===== src/rtl/reg_4_arbiter.sv =====
// reg_4_arbiter: four requesters arbitrate round-robin for one shared 4-bit
// register; each granted requester writes its d_bus nibble.
//
// Ports:
//   clk     - sole clock, all state updates on the rising edge
//   reset   - synchronous, active-low reset
//   req     - level request per requester, held until its ack
//   d_bus   - write data, requester i drives d_bus[4i+3:4i]
//   gnt     - registered one-hot grant, zero when nobody owns the bus
//   ack     - registered one-cycle pulse marking requester i's write
//   q       - shared register contents
//   q0      - registered complement of q
//   owner   - index of the last requester that completed a write
//   busy    - high whenever the FSM is not idle
//   wr_cnt  - completed write count, wraps 255 -> 0

module reg_4_arbiter (
    input  logic        clk,
    input  logic        reset,
    input  logic [3:0]  req,
    input  logic [15:0] d_bus,
    output logic [3:0]  gnt,
    output logic [3:0]  ack,
    output logic [3:0]  q,
    output logic [3:0]  q0,
    output logic [1:0]  owner,
    output logic        busy,
    output logic [7:0]  wr_cnt
);

    typedef enum logic [1:0] {
        IDLE  = 2'b00,
        GRANT = 2'b01,
        WRITE = 2'b10
    } state_t;

    state_t     state;
    logic [1:0] ptr;
    logic [1:0] sel;

    // Round-robin pick: scan from ptr upward (mod 4). The loop runs from
    // the farthest offset down so the nearest requester overwrites last
    // and therefore wins.
    logic [1:0] win;
    logic       win_valid;
    logic [1:0] idx;

    always_comb begin
        win       = 2'b00;
        win_valid = 1'b0;
        idx       = 2'b00;
        for (int k = 3; k >= 0; k--) begin
            idx = ptr + 2'(k);
            if (req[idx]) begin
                win       = idx;
                win_valid = 1'b1;
            end
        end
    end

    // Data nibble of the currently selected requester.
    logic [3:0] sel_data;

    always_comb begin
        sel_data = 4'b0000;
        case (sel)
            2'd0:    sel_data = d_bus[3:0];
            2'd1:    sel_data = d_bus[7:4];
            2'd2:    sel_data = d_bus[11:8];
            default: sel_data = d_bus[15:12];
        endcase
    end

    assign busy = (state != IDLE);

    always_ff @(posedge clk) begin
        if (!reset) begin
            state  <= IDLE;
            gnt    <= 4'b0000;
            ack    <= 4'b0000;
            q      <= 4'b0000;
            q0     <= 4'b1111;
            owner  <= 2'b00;
            ptr    <= 2'b00;
            sel    <= 2'b00;
            wr_cnt <= 8'd0;
        end else begin
            case (state)
                IDLE: begin
                    ack <= 4'b0000;
                    if (win_valid) begin
                        gnt   <= 4'b0001 << win;
                        sel   <= win;
                        state <= GRANT;
                    end else begin
                        gnt   <= 4'b0000;
                        state <= IDLE;
                    end
                end

                GRANT: begin
                    if (req[sel]) begin
                        q      <= sel_data;
                        q0     <= ~sel_data;
                        ack    <= 4'b0001 << sel;
                        owner  <= sel;
                        wr_cnt <= wr_cnt + 8'd1;
                        state  <= WRITE;
                    end else begin
                        // Requester gave up before its write: release the
                        // bus without touching data, count or pointer.
                        gnt   <= 4'b0000;
                        ack   <= 4'b0000;
                        state <= IDLE;
                    end
                end

                WRITE: begin
                    gnt   <= 4'b0000;
                    ack   <= 4'b0000;
                    ptr   <= sel + 2'd1;
                    state <= IDLE;
                end

                default: begin
                    gnt   <= 4'b0000;
                    ack   <= 4'b0000;
                    state <= IDLE;
                end
            endcase
        end
    end

endmodule


===== config.mk =====
export PLATFORM = sky130hd
export DESIGN_NAME = reg_4_arbiter
export DESIGN_NICKNAME = d
export VERILOG_FILES = /design/src/rtl/reg_4_arbiter.sv
export SDC_FILE = /design/constraint.sdc
export NUM_CORES = 1
export LEC_CHECK = 0
export BUFFER_PORTS_ARGS = -buffer_cell sky130_fd_sc_hd__buf_4
export CAP_MARGIN = 10
export CORE_AREA = 2 2 66 52
export CTS_CLUSTER_DIAMETER = 40
export DETAILED_ROUTE_END_ITERATION = 7
export DIE_AREA = 0 0 68 54
export GPL_ROUTABILITY_DRIVEN = 0
export PLACE_DENSITY = 0.84
export SLEW_MARGIN = 20
export SYNTH_ARGS = -nofsm -noshare
export SYNTH_HDL_FRONTEND = slang
export SYNTH_SLANG_ARGS = --single-unit

===== constraint.sdc =====
create_clock -name clk -period 2.03 [get_ports clk]
set_clock_uncertainty 0.05 [all_clocks]
set_input_delay 0.406 -clock clk [delete_from_list [all_inputs] [get_ports clk]]
set_output_delay 0.406 -clock clk [all_outputs]
set_load 0.005 [all_outputs]

---- After elaboration in Yosys (flattened, before gate mapping) ----
Index checks and enable logic that the tools add are counted.
W data, S select, Z words.
storage, ports and cells
  register bits ........................... 32
  input bits .............................. 22
  word-level logic and storage cells ...... 58
  output and inout bits ................... 27
operators by class
  reductions and logical operators ........ 6
  equality and inequality tests ........... 5
  shift-type cells ........................ 2
  $lt $le $gt $ge ......................... 5
  mux-type cells .......................... 25
  $add $sub $neg .......................... 5
  bitwise gates (word level) .............. 1
operator list
  operator               count
  $lt A2 B3 Y1 const B   5
  $pmux W4 S3            1
  $bmux W1 S2            5
  $mux W1                10
  $mux W2                5
  $add A8 B1 Y8 const B  1
  $mux W4                2
  $pmux W4 S2            1
  $shl A1 B2 Y4 const A  2
  $add A2 B1 Y2 const B  2
  $add A2 B2 Y2 const B  2
  $eq A2 B1 Y1 const B   2
  $eq A2 B2 Y1 const B   2
  $logic_not A2 Y1       2
  $not A4 Y4             1
  $pmux W2 S2            1
  $reduce_and A2 Y1      2
  $reduce_and A3 Y1      1
  $ne A2 B2 Y1 const B   1
  $reduce_bool A2 Y1     1

---- Depth between registers and ports, before layout ----
Gate-level depths: netlist (run 1).
  depth in word-level cells ............... 10
  gate-level depth with buffers ........... 7
  gate-level depth less buffers ........... 6

---- Least setup slack after synthesis (run 1) ----
Ideal clock, no wire load.
  kind .................................... register -> register
  start point ............................. register sel[1]
  end point ............................... register gnt[0]
  path buffers ............................ 1
  library setup time ...................... 0.117 ns
  cell stages (with the launch flop) ...... 7
  arrival time ............................ 1.434 ns
  required time ........................... 1.863 ns
  slack ................................... 0.428 ns
  path through ............................ dfxtp_1 buf_2 mux2_2 o2bb2ai_4 nand2_2 inv_1 a32o_1
between the ends
  word-level cells in the longest chain between the ends .. 3
ends and longest elaborated chain
  item                           RTL line  text
  start: declaration             39        logic [1:0] sel;
  start signal: assignment       93        sel <= win;
  $bmux W1 S2                    102       if (req[sel]) begin
  $mux W1 (not written as such)  102
  $ne A2 B2 Y1 (no line)         -
  end signal: assignment         92        gnt <= 4'b0001 << win;
  end: declaration               22        output logic [3:0] gnt,
No other way between the ends. The select of a mux whose other input is x is not followed.
A chain may end at the register's enable or synchronous reset.

---- Worst setup path in the final report (run 1) ----
  start point ............................. register sel[1]
  end point ............................... register q0[3]
between the ends
  word-level cells in the longest chain between the ends .. 3
  elaborated cells on any way between the ends .. 8
ends and longest elaborated chain
  item                                                                 RTL line  text
  $bmux W1 S2, or another cell as far along                            102
  $mux W1 (not written as such) / $pmux W4 S3 (equally long branches)  102, 66
  $reduce_and A2 Y1 (no line) / $not A4 Y4 (equally long branches)     -
  end signal: assignment                                               104       q0 <= ~sel_data;
  end: declaration                                                     25        output logic [3:0] q0,
Parallel ways exist; a longest one is shown, timed or not. The select of a mux whose other input is x is not followed.

==> results.toml, run 1 <==
[outcome]
status = "finished clean"

[global_routing]
grt_util_all_layers_pct = 19.22
grt_pass1_vias = 1127
antenna_found_initial = 0
grt_max_degree = 20
grt_first_pass_wirelength_um = 5168
grt-ovfl-total = 0

[logic_synthesis]
avgSynthCellArea_um2 = 9.442
ys_warn_count = 0
ys_seq_area_share_pct = 44.64
synth_top_area_share_pct = 44.64
synth_compound_area_share_pct = 25.89
yosys.area.top_type = "dfxtp_1"
synth_common_cells = "dfxtp_1, nand2_1, a21oi_1"
synth_area_leaders = "dfxtp_1, nand2_1, a21oi_1"
synth_fp_nets = 179
ys_ff_latch = 32
synthCells = 152
synthFlopType = "dfxtp_1"
synthArstFlopShare_pct = 0
synth_cell_types = 39
synth_top_family_by_area = "compound AO/OA/AOI/OAI gates"
synth_mux_area_share_pct = 3.139
synth_most_common_cell = "dfxtp_1"
synthAdderAreaFrac_pct = 4.359
yosys.area_share.xor_xnor_pct = 0.6103
yosys.area_share.simple_pct = 17.61
synth_edf_count = 0
syn_area_um2 = 1435

[final_layout]
area_growth_syn_to_layout_pct = 36.01
fin_nets = 231
instances_no_fill = 245
antenna_cells = 0
fill_cells = 292
drive_above_1_share_pct = 33.17

[floorplan]
row_count = 18
die_w_um = 68
die_area_um2 = 3672
start_util_pct = 46.18
core-area_um2 = 3108
die-height_um = 54
io_pins = 49

[cts]
clk_latency_ns = 0.29
numCtsBuffers = 5
holdBufCountCts = 0
clockBufferDepth = 2
post_cts_buffers = 0
clk_pin_slew_ns = 0.07
cts_tree = "built"
clock-root-buffer = "clkbuf_8"
htree_levels = 2
cts_resized = 0
cts_num_sinks = 32

[timing]
slew_violations = 0
setup_viol = 0
rsz0062_at_grt = "no"
finalHoldViolations = 0
tns_ns = 0
period_share_pct = 91.01
slew_headroom_pct = 70.01
holdWs_ns = 0.3901
worst_slack_ns = 0.1825
min_period_ns = 1.848
tightestPinTransition_ns = 0.4458
fmax_mhz = 541.3

[critical_path]
reg2reg_to = "q0[3]"
endpoint_kind = "register"
reg2reg_depth = 4
cp_max_fo = 19
critPathKind = "register to register"
r2r_slack_ns = 0.18
crit_arrival_ns = 1.98
reg2reg_from = "sel[1]"
start_kind = "register"
cp.required_ns = 2.17

[power_and_ir_drop]
p_per_area_nw_per_um2 = 774.7
p_leak_nw = 0.8381
vdd.ir_drop.worst_v = 0.0006981
power.total_mw = 1.512

[detailed_routing]
first_iter_violations = 131
wl_per_cell_um = 13.76
drc = 0
vias_per_cell = 5.453
wl_um = 3372
firstDrtPassIters = 4
via_count = 1336
drtAntennaViolNets = 0

[run]
maxCapViolations = 0

[place]
pre_cts_ws_ns = 0.1874
port_buffers = 48
dp.cells = 237
dpl.hpwl_um = 2550

[hold_path]
min_from = "d_bus[14]"
worstHoldEndpoint = "q[2]"
whs_path_depth = 3
worstHoldPathType = "primary input to register"
[placed cells by master, fill, tap and decap left out, types with 2 or more instances in the layout]
master     count
o221ai_1       2
nand3_1        6
nand2b_1       2
nor2_1         5
nor3_1         5
a32o_1         4
mux2i_1        2
inv_1          7
clkbuf_8       5
a222oi_1       4
or3_1          6
buf_4         51
o21a_1         5
o2111ai_1      4
o21ai_0        8
ha_1           5
dfxtp_1       32
nand2_1       18
a21oi_1       13
[power breakdown]
group	switching [mW]	internal, mW	leakage, nW
Clock	0.232	0.363	0.0541
Combinational	0.112	0.123	0.524
Sequential	0.0245	0.658	0.260
[kinds of logic after synthesis]
| group | count (synthesis) |
|---|---|
| mux | 4 |
| compound gates | 47 |
| xor+xnor | 1 |
| flops | 32 |
| simple gates | 50 |
| fa+ha+maj | 5 |
| buf+inv | 13 |
[registers in the layout, summed over array words and instances (netlist names)]
signal and cells:
ptr 2, sel 2, gnt 4, ack 4, owner 2, q 4, state 2, wr_cnt 8
q0 4
[routing by layer]
layer / GRT usage (%) / part of all wire [%]
met4: 7.000 / 1.3
met1: 25.67 / 46
met5: 0 / 0
met3: 5.649 / 5.3
met2: 29.45 / 47
[critical path, stage by stage, from the launching register on]
cell and delay (ns):
dfxtp_1 0.51, mux2_2 0.44, a2bb2oi_4 0.37, nand2_1 0.18, o21a_1 0.20
[worst max-delay path by stage]
stage               slack [ns]  cells past startpoint  endpoint  startpoint
floorplan                 0.43                      6    gnt[0]      sel[1]
global placement          0.23                      4     q0[2]      sel[1]
detailed placement        0.19                      4     q0[1]      sel[1]
CTS                       0.17                      4     q0[3]      sel[1]
global route              0.04                      4     q0[2]      sel[1]
finish                    0.18                      4     q0[3]      sel[1]
[stage by stage]
stage | utilization (%) | instance area, µm²
after floorplan | - | 1435
after global placement | 59.22 | 1841
after detailed placement | 59.22 | 1841
after CTS | 62.80 | 1952
after global routing | 62.80 | 1952
final | 62.80 | 1952
[final cells by class]
class / instances / area [µm²] / share of cell area, %
multi-input cells: 107 / 740.7 / 37.95
flip-flops and latches: 32 / 640.6 / 32.82
repair buffers: 51 / 382.9 / 19.62
clock buffers: 5 / 68.82 / 3.526
well taps: 40 / 50.05 / 2.564
clock inverters: 3 / 42.54 / 2.179
inverters: 7 / 26.28 / 1.346
Power figures use the tool's default switching activity.
==> run 2, diff against run 1 <==
ABC_AREA = 1   (was not set)
CORE_AREA = 2 2 69 55   (was 2 2 66 52)
CTS_CLUSTER_SIZE = 30   (was not set)
DIE_AREA = 0 0 71 57   (was 0 0 68 54)
PLACE_DENSITY = 0.75   (was 0.84)
==> run 2 against run 1 <==
Net effect: sequential power up 15%; first-iteration DRC count down 30%; global-route usage down 0.22 points; die area up 10%; critical endpoint is now q[3]; largest power group unchanged; area after synthesis up 12%; combinational power up 130%; register-to-register slack better by 0.22 ns; total power up 28%; sequential cell count unchanged.
==> results.toml, run 2 <==
[power_and_ir_drop]
p_per_area_nw_per_um2 = 914.0
power.switching_uw = 610.7
power.total_mw = 1.932
vdd.ir_drop.worst_v = 0.0005142
switching_share_pct = 31.61
p_seq_share_pct = 40.6
p_leak_nw = 1.103
power_frac_clock_pct = 31.1
combPwrFrac_pct = 28.3
intPower_mw = 1.321

[detailed_routing]
wl_per_cell_um = 11.12
first_iter_violations = 92
wl_met2_um = 1564
firstDrtPassIters = 4
wl_um = 3692
top_layer_used = "met4"
via_count = 1621
drt-met1-wl_um = 1831
drtAntennaViolNets = 0
drc = 0
met3_length_um = 237
vias_per_cell = 4.883

[final_layout]
seq_area_um2 = 640.6
fin_nets = 316
drive_above_1_share_pct = 23.45
layout_commonest_cell = "nand2_1"
antenna_cells = 0
top_register = "wr_cnt"
largest_reg_flops = 8
area_growth_syn_to_layout_pct = 31.64
multi_input_area_um2 = 848.3
fill_cells = 329
final_cell_mix = "nand2_1, buf_4, dfxtp_1"

[run]
maxCapViolations = 0

[timing]
finalHoldViolations = 0
rsz0062_at_grt = "no"
fmax_mhz = 613.3
slew_violations = 0
tns_ns = 0
period_share_pct = 80.32
min_period_ns = 1.631
slew_headroom_pct = 74.89
tightestPinTransition_ns = 0.3762
setup_viol = 0
worst_slack_ns = 0.3994

[logic_synthesis]
syn_area_um2 = 1605
synthArstFlopShare_pct = 0
ys_seq_area_share_pct = 39.91
synth_fp_nets = 262
synth_area_leaders = "dfxtp_1, nand2_1, nand3_1"
synth_edf_count = 0
ys_warn_count = 0
synthFlopType = "dfxtp_1"
synth_top_area_share_pct = 39.91
synth_compound_area_share_pct = 9.509
synthAdderAreaFrac_pct = 3.897
avgSynthCellArea_um2 = 6.831
synthCells = 235
synth_common_cells = "nand2_1, dfxtp_1, nor2_1"
ys_ff_latch = 32
yosys.area_share.simple_pct = 37.26
synth_top_family_by_area = "simple AND/OR/NAND/NOR gates"
yosys.area.top_type = "dfxtp_1"
synth_most_common_cell = "nand2_1"
synth_mux_area_share_pct = 0
synth_cell_types = 25
yosys.area_share.xor_xnor_pct = 2.182

[hold_path]
worstHoldPathType = "register to register"

[critical_path]
endpoint_kind = "register"
crit_slowest_cell = "dfxtp_1"
critPathKind = "register to register"
start_kind = "register"
cp_max_fo = 8
path_common_cell = "nor2_1"
cpPeakStageDelay_ns = 0.51
crit_chain = "inv_1, ha_1, a21oi_1, a31oi_1, nor2_1, nor2_1, o21a_1"
crit_arrival_ns = 1.76
cp.required_ns = 2.16

[floorplan]
row_count = 19
die_w_um = 71
core-area_um2 = 3447
start_util_pct = 46.57
die-height_um = 57
die_area_um2 = 4047
io_pins = 49

[cts]
htree_levels = 2
clk_latency_ns = 0.29
clk_pin_slew_ns = 0.07
post_cts_buffers = 0
clock-root-buffer = "clkbuf_8"
cts_tree = "built"
cts_resized = 0
clockBufferDepth = 2
numCtsBuffers = 5
cts_num_sinks = 32
holdBufCountCts = 0

[global_routing]
grt_first_pass_wirelength_um = 5989
grt_util_all_layers_pct = 19.00
grt_max_degree = 20
antenna_found_initial = 0
grt_pass1_vias = 1385
grt-ovfl-total = 0

[outcome]
status = "finished clean"

[place]
pre_cts_ws_ns = 0.4279
port_buffers = 48
dpl.hpwl_um = 2769
run 2: changes by cell type after synthesis, sizes merged, moves of 6 or more:
cell | before | now
or3 | 6 | 0
nand3 | 6 | 20
inv | 7 | 22
nor2 | 5 | 26
nand2 | 19 | 90
run 2: stage by stage:
step	std cells	area [µm²]	hold WS, ns	util, %
final	332	2113	0.4069	61.31
after global routing	332	2113	0.4191	61.31
after CTS	332	2113	0.4091	61.31
after detailed placement	324	2006	0.3943	58.19
after global placement	324	2006	0.3947	58.19
after floorplan	235	1605	0.3960	-
run 2: power groups by stage:
stage / Clock [mW] / Sequential, mW / Combinational [mW]
floorplan: 0 / 0.786 / 0.347
global placement: 0 / 0.797 / 0.546
detailed placement: 0 / 0.795 / 0.547
CTS: 0.613 / 0.784 / 0.549
global route: 0.640 / 0.797 / 0.618
finish: 0.600 / 0.784 / 0.547
run 2: layout make-up:
type | instances | share of cell area, %
Multi-Input combinational cell | 177 | 40.14
Sequential cell | 32 | 30.31
Timing Repair Buffer | 50 | 17.76
Inverter | 23 | 4.204
Clock buffer | 6 | 3.434
Tap cell | 42 | 2.487
Clock inverter | 2 | 1.658
run 2: logic make-up (layout without fill, tap and decap cells):
family                     after synthesis  in the layout
and+or+nand+nor                        141            141
DFF                                     32             32
AOI/OAI and AO/OA                       27             27
buffers and inverters                   26             81
adders and majority gates                5              5
xor gates and xnor gates                 4              4
run 2: critical path: cells and delay by family (launching register included):
family	cells	cell delay, ns
buffers and inverters	1	0.15
DFF	1	0.51
and+or+nand+nor	2	0.20
AOI/OAI and AO/OA	3	0.36
adders and majority gates	1	0.26
run 2: final timing paths:
path	from	to	slack [ns]	cells past startpoint
max	sel[1]	q[3]	0.40	7
min reg2reg	q0[2]	q0[2]	0.41	2
max reg2reg	sel[1]	q[3]	0.40	7
min	q0[2]	q0[2]	0.41	2
run 2: per-layer routing:
layer	vias to the layer above	global-route usage, %
met4	0	7.278
li1	867	-
met1	713	26.05
met3	4	7.067
met2	37	27.37
met5	-	0
